==> src/rtl/sel_mux_pipe.sv <==
// sel_mux_pipe: registered N:1 select stage with a two-entry elastic buffer.
// The main register drives the outputs; the skid register catches the one
// extra entry that can arrive while the consumer stalls.
module sel_mux_pipe #(
    parameter int DATA_W = 32,
    parameter int NUM_IN = 3,
    parameter int SEL_W  = 2
) (
    input  logic                     clk,
    input  logic                     rst_n,
    input  logic                     flush,
    input  logic                     in_valid,
    output logic                     in_ready,
    input  logic [SEL_W-1:0]         in_sel,
    input  logic [NUM_IN*DATA_W-1:0] in_data,
    output logic                     out_valid,
    input  logic                     out_ready,
    output logic [DATA_W-1:0]        out_data,
    output logic                     out_bad_sel,
    output logic [1:0]               level
);

    // The state encoding equals the number of buffered entries.
    typedef enum logic [1:0] {
        EMPTY = 2'd0,
        ONE   = 2'd1,
        FULL  = 2'd2
    } state_e;

    state_e            state_q, state_d;
    logic [DATA_W-1:0] main_data_q, main_data_d;
    logic [DATA_W-1:0] skid_data_q, skid_data_d;
    logic              main_bad_q, main_bad_d;
    logic              skid_bad_q, skid_bad_d;
    logic [DATA_W-1:0] chosen_data;
    logic              chosen_bad;
    logic              accept;
    logic              pop;

    // in_ready depends only on registered state, never on out_ready.
    assign in_ready    = (state_q != FULL);
    assign out_valid   = (state_q != EMPTY);
    assign out_data    = main_data_q;
    assign out_bad_sel = main_bad_q;
    assign level       = state_q;
    assign accept      = in_valid & in_ready;
    assign pop         = out_valid & out_ready;

    // Pick the requested input; an index of NUM_IN or above gives zero data and a bad flag.
    always_comb begin
        chosen_data = '0;
        chosen_bad  = 1'b1;
        for (int k = 0; k < NUM_IN; k++) begin
            if (in_sel == SEL_W'(k)) begin
                chosen_data = in_data[k*DATA_W +: DATA_W];
                chosen_bad  = 1'b0;
            end
        end
    end

    // Next buffer state; flush empties the stage and drops any entry offered in the same cycle.
    always_comb begin
        state_d     = state_q;
        main_data_d = main_data_q;
        main_bad_d  = main_bad_q;
        skid_data_d = skid_data_q;
        skid_bad_d  = skid_bad_q;
        if (flush) begin
            state_d = EMPTY;
        end else begin
            case (state_q)
                EMPTY: begin
                    if (accept) begin
                        state_d     = ONE;
                        main_data_d = chosen_data;
                        main_bad_d  = chosen_bad;
                    end
                end
                ONE: begin
                    if (accept && pop) begin
                        main_data_d = chosen_data;
                        main_bad_d  = chosen_bad;
                    end else if (accept) begin
                        state_d     = FULL;
                        skid_data_d = chosen_data;
                        skid_bad_d  = chosen_bad;
                    end else if (pop) begin
                        state_d = EMPTY;
                    end
                end
                FULL: begin
                    if (pop) begin
                        state_d     = ONE;
                        main_data_d = skid_data_q;
                        main_bad_d  = skid_bad_q;
                    end
                end
                default: state_d = EMPTY;
            endcase
        end
    end

    // State and storage registers; reset clears everything so outputs read zero.
    always_ff @(posedge clk or negedge rst_n) begin
        if (!rst_n) begin
            state_q     <= EMPTY;
            main_data_q <= '0;
            main_bad_q  <= 1'b0;
            skid_data_q <= '0;
            skid_bad_q  <= 1'b0;
        end else begin
            state_q     <= state_d;
            main_data_q <= main_data_d;
            main_bad_q  <= main_bad_d;
            skid_data_q <= skid_data_d;
            skid_bad_q  <= skid_bad_d;
        end
    end

endmodule

==> config.mk <==
export PLATFORM = sky130hd
export DESIGN_NAME = sel_mux_pipe
export DESIGN_NICKNAME = d
export VERILOG_FILES = /design/src/rtl/sel_mux_pipe.sv
export SDC_FILE = /design/constraint.sdc
export NUM_CORES = 1
export LEC_CHECK = 0
export ABC_AREA = 1
export CAP_MARGIN = 0
export CORE_ASPECT_RATIO = 1.25
export CORE_MARGIN = 2
export CORE_UTILIZATION = 48
export CTS_CLUSTER_SIZE = 20
export DETAILED_ROUTE_END_ITERATION = 10
export PLACE_DENSITY = 0.86
export SYNTH_ARGS = -nofsm -noshare
export SYNTH_HDL_FRONTEND = slang
export SYNTH_SLANG_ARGS = --single-unit
==> constraint.sdc <==
create_clock -name clk -period 1.9 [get_ports clk]
set_input_delay 0.57 -clock clk [delete_from_list [all_inputs] [get_ports clk]]
set_output_delay 0.57 -clock clk [all_outputs]
set_load 0.02 [all_outputs]
Word-level counts from Yosys, hierarchy flattened
Cells that the tools add are included.
{"block": "word_totals", "ff_bits": 68, "inputBits": 103}
{"block": "op_classes", "n_eq_ne": 12, "mux": 21, "bitwise": 4, "n_reduce_logical": 8}
{"cell": "32-bit two-way mux", "count": 6}
{"cell": "32-bit case mux with 3 select lines", "count": 1}
{"cell": "2-bit two-way mux", "count": 6}
{"cell": "3-bit != test, second input constant", "count": 3}
{"cell": "2-bit != test, second input constant", "count": 4}
{"cell": "4-bit AND reduction", "count": 2}
{"cell": "1-bit two-way mux", "count": 6}
{"cell": "2-bit case mux with 3 select lines", "count": 1}
{"cell": "5-bit AND reduction", "count": 1}
{"cell": "2-bit by 1-bit equality test with 1-bit output, second input constant", "count": 2}
{"cell": "2-bit equality test, second input constant", "count": 2}
{"cell": "2-bit zero test", "count": 2}
{"cell": "4-bit != test, second input constant", "count": 1}
{"cell": "1-bit case mux with 3 select lines", "count": 1}
{"cell": "3-bit nonzero test", "count": 1}
{"cell": "1-bit bitwise AND", "count": 2}
{"cell": "1-bit inverter", "count": 2}
{"cell": "2-bit nonzero test", "count": 1}
{"cell": "1-bit logical AND", "count": 1}

Logic depth before layout (Yosys ltp)
{"block": "logic_depth", "word_depth": 7, "depth_mapped": 9, "ltp_nobuf": 7}

Least setup slack after synthesis
No wires, ideal clock.
{"block": "synth_timing", "path_kind": "reg-to-output", "startpoint": "register state_q[0] (netlist: level[0])", "endpoint": "output in_ready", "arrival_time_ns": 1.031, "slack_ns": 0.299, "stages_incl_launch_ff": 5, "n_path_buf": 2, "cell_sequence": "dfrtp_1 > inv_2 > nand2_2 > buf_4 > buf_4"}
{"block": "synth_between", "elab_chain_len": 1}
{"element": "start, declared", "line": "30", "text": "state_e state_q, state_d;"}
{"element": "start signal, assigned", "line": "112", "text": "state_q <= state_d;"}
{"element": "2-bit != test", "line": "41", "text": "assign in_ready = (state_q != FULL);"}
{"element": "end, declared", "line": "13", "text": "output logic in_ready,"}
No other way between the ends.

Worst setup path after layout
{"block": "layout_timing", "startpoint": "register main_data_q[13] (netlist: out_data[13])", "endpoint": "output out_data[13]"}
{"element": "start, declared", "line": "31", "text": "logic [DATA_W-1:0] main_data_q, main_data_d;"}
{"element": "start signal, assigned", "line": "113", "text": "main_data_q <= main_data_d;"}
{"element": "end, declared", "line": "18", "text": "output logic [DATA_W-1:0] out_data,"}
No word-level cell between the ends.

==> impl_metrics.yaml <==
status:
  status: "complete, no violations"
route:
  final_antenna_net_count: 0
  drtPass1Iterations: 6
  totalWireLength_um: 11400
  via_per_inst: 5.31
  first_iter_violations: 276
  drc: 0
  avgRoutedWirePerCell_um: 14.3
  num_vias: 4219
critical_path:
  worstSetupPathType: "flip-flop to primary output"
  r2r-start: "level[0]"
  end_kind: "primary output"
  slowest_delay_ns: 0.60
  cpMaxStageDelayCell: "clkdlybuf4s50_1"
  rrSetupSlack_ns: 0.18
  start_kind: "flip-flop"
  path_cells: "clkdlybuf4s50_1"
  critPathBufInv: 1
  worstPathRequired_ns: 1.33
  path_delay_family: "buffers and inverters"
  cp_data_arrival_time_ns: 1.32
  path_depth: 1
  crit_fanout: 2
  worstReg2RegEnd: "out_data[22]"
  r2r_cells: 9
finish:
  final_cell_mix: "nand2_1 (265), clkdlybuf4s50_1 (105), nor2_1 (68), dfrtp_1 (68), nand3_1 (65)"
  design_area_um2: 5550
  nNetsFinal: 798
  fin_util: 0.721
  multi_input_area_um2: 1860
  synthToLayoutAreaGrowth_pct: 47.3
  drive_above_1_share: 0.0714
  n_fill_cell: 598
  layout.cells.non_filler: 795
  seq_area_um2: 1700
  final_common_cell: "nand2_1"
  antennaDiodeCount: 0
die:
  dieArea_um2: 8590
  start_util: 0.490
  fp.dieW_um: 83.3
  std_cell_rows: 36
  core_um2: 7700
  ioPinCount: 140
  die_h_um: 103
timing:
  max_slew_margin: 0.703
  worst_clock_skew_ns: 0.00483
  worst_pin_slew_ns: 0.445
  hold_viol: 0
  clock.fmax_mhz: 530
  setup_viol: 0
  min_period_ns: 1.89
  finalMaxSlewViolations: 0
  worst_slack_ns: 0.0148
  rsz0062_at_grt: "false"
  period_share: 0.992
synth:
  avgSynthCellArea_um2: 6.83
  ys_ff_latch: 68
  netlist_instances: 552
  synth_top_cell_area_share: 0.451
  yosysWarnings: 0
  ys_types: 18
  ys_seq_area_frac: 0.451
  synth.area.top_cells: "dfrtp_1 (45%), nand2_1 (26%), nand3_1 (8.6%)"
  synth_fp_nets: 655
  yosysTopAreaCell: "dfrtp_1"
  syn_area_um2: 3770
clocking:
  clock_sinks: 68
  cts.clk_slew.worst_paths_ns: 0.08
  cts_buffers: 9
  h-tree-depth: 3
  cts_tree: "built"
  post_cts_buffers: 0
  cts_root_buffer: "clkbuf_8"
  hold_buffers: 0
  clock_latency_ns: 0.35
  clock_path_buffers: 2
place:
  place_hpwl_um: 8160
  io_buffer_count: 139
  placed_cell_area_um2: 5360
  post-place-ws_ns: -0.102
  gp_congestion: 0.865
  dp_cells: 779
power_and_ir_drop:
  total_power_mw: 4.71
  ir_worst_vdd_mv: 0.616
  powerDensity_nw_per_um2: 848
  leakagePower_nw: 3.12
global_route:
  overflow: 0
  antenna_found_initial: 0
  grt_pass1_wl_um: 18300
  grt_max_degree: 68
  grt_pass1_vias: 4033
  grtUsageTotal: 0.267
run:
  maxCapViolations: 0
hold_path:
  worstHoldPathType: "primary input to asynchronous set/reset pin"
[power by group]
group          leakage, nW  internal [mW]  switching (mW)
sequential           0.878           1.82           0.225
combinational         2.14          0.675           0.779
clock               0.0983          0.639           0.574
total                 3.12           3.13            1.58
[routing by layer]
metal / vias to the layer above / track usage / wire (µm)
met5: - / 0 / 0
met4: 0 / 0.117 / 309
met3: 28 / 0.0440 / 792
met2: 192 / 0.487 / 5820
met1: 1939 / 0.313 / 4480
li1: 2060 / - / -
[synthesized netlist by cell type]
cell      instances
inv_1             6
nand3_2           1
inv_2             2
nor2_1           70
buf_1             2
nand2_2           1
buf_2            15
buf_4             7
nand2_1         265
o21ai_1           1
a21boi_0          1
nand4_1          33
o21ai_0           5
nand4_2           1
dfrtp_1          68
clkbuf_1          7
buf_6             2
nand3_1          65
[worst max-delay path by stage]
stage            startpoint           end
2_1_floorplan      level[0]      in_ready
3_3_place_gp      in_sel[0]  out_data[25]
3_5_place_dp      out_ready  out_data[25]
4_1_cts         out_data[8]   out_data[8]
5_1_grt        out_data[13]  out_data[13]
6_report       out_data[13]  out_data[13]
[cell type report]
class,count,area share
Tap cell,95,0.0214
Timing Repair Buffer,165,0.296
Clock inverter,6,0.0115
Sequential cell,68,0.306
Clock buffer,10,0.0248
Inverter,8,0.00541
Multi-Input combinational cell,443,0.335
[cell families (layout without fill, tap and decap cells)]
group	Yosys count	count (layout)	share of synthesized area
flops	68	68	0.451
compound gates	7	7	0.00995
buf+inv	41	189	0.0567
simple gates	436	436	0.482
[through the flow]
step                      hold slack, ns  setup TNS (ns)
final                              0.253               0
after global placement             0.462          -0.399
after detailed placement           0.465           -2.77
after global routing               0.291               0
after floorplan                    0.274               0
after CTS                          0.266               0
[registers in the layout, indices dropped and copies added, names as in the netlist]
register	flops
level	2
out_bad_sel	1
out_data	32
skid_bad_q	1
skid_data_q	32
[repair_timing]
item | CTS | global route
pin swaps | 0 | 0
setup endpoints to repair | 23 | 11
resized for setup | 23 | 11
Note: power is estimated with default switching activity, not from simulation.
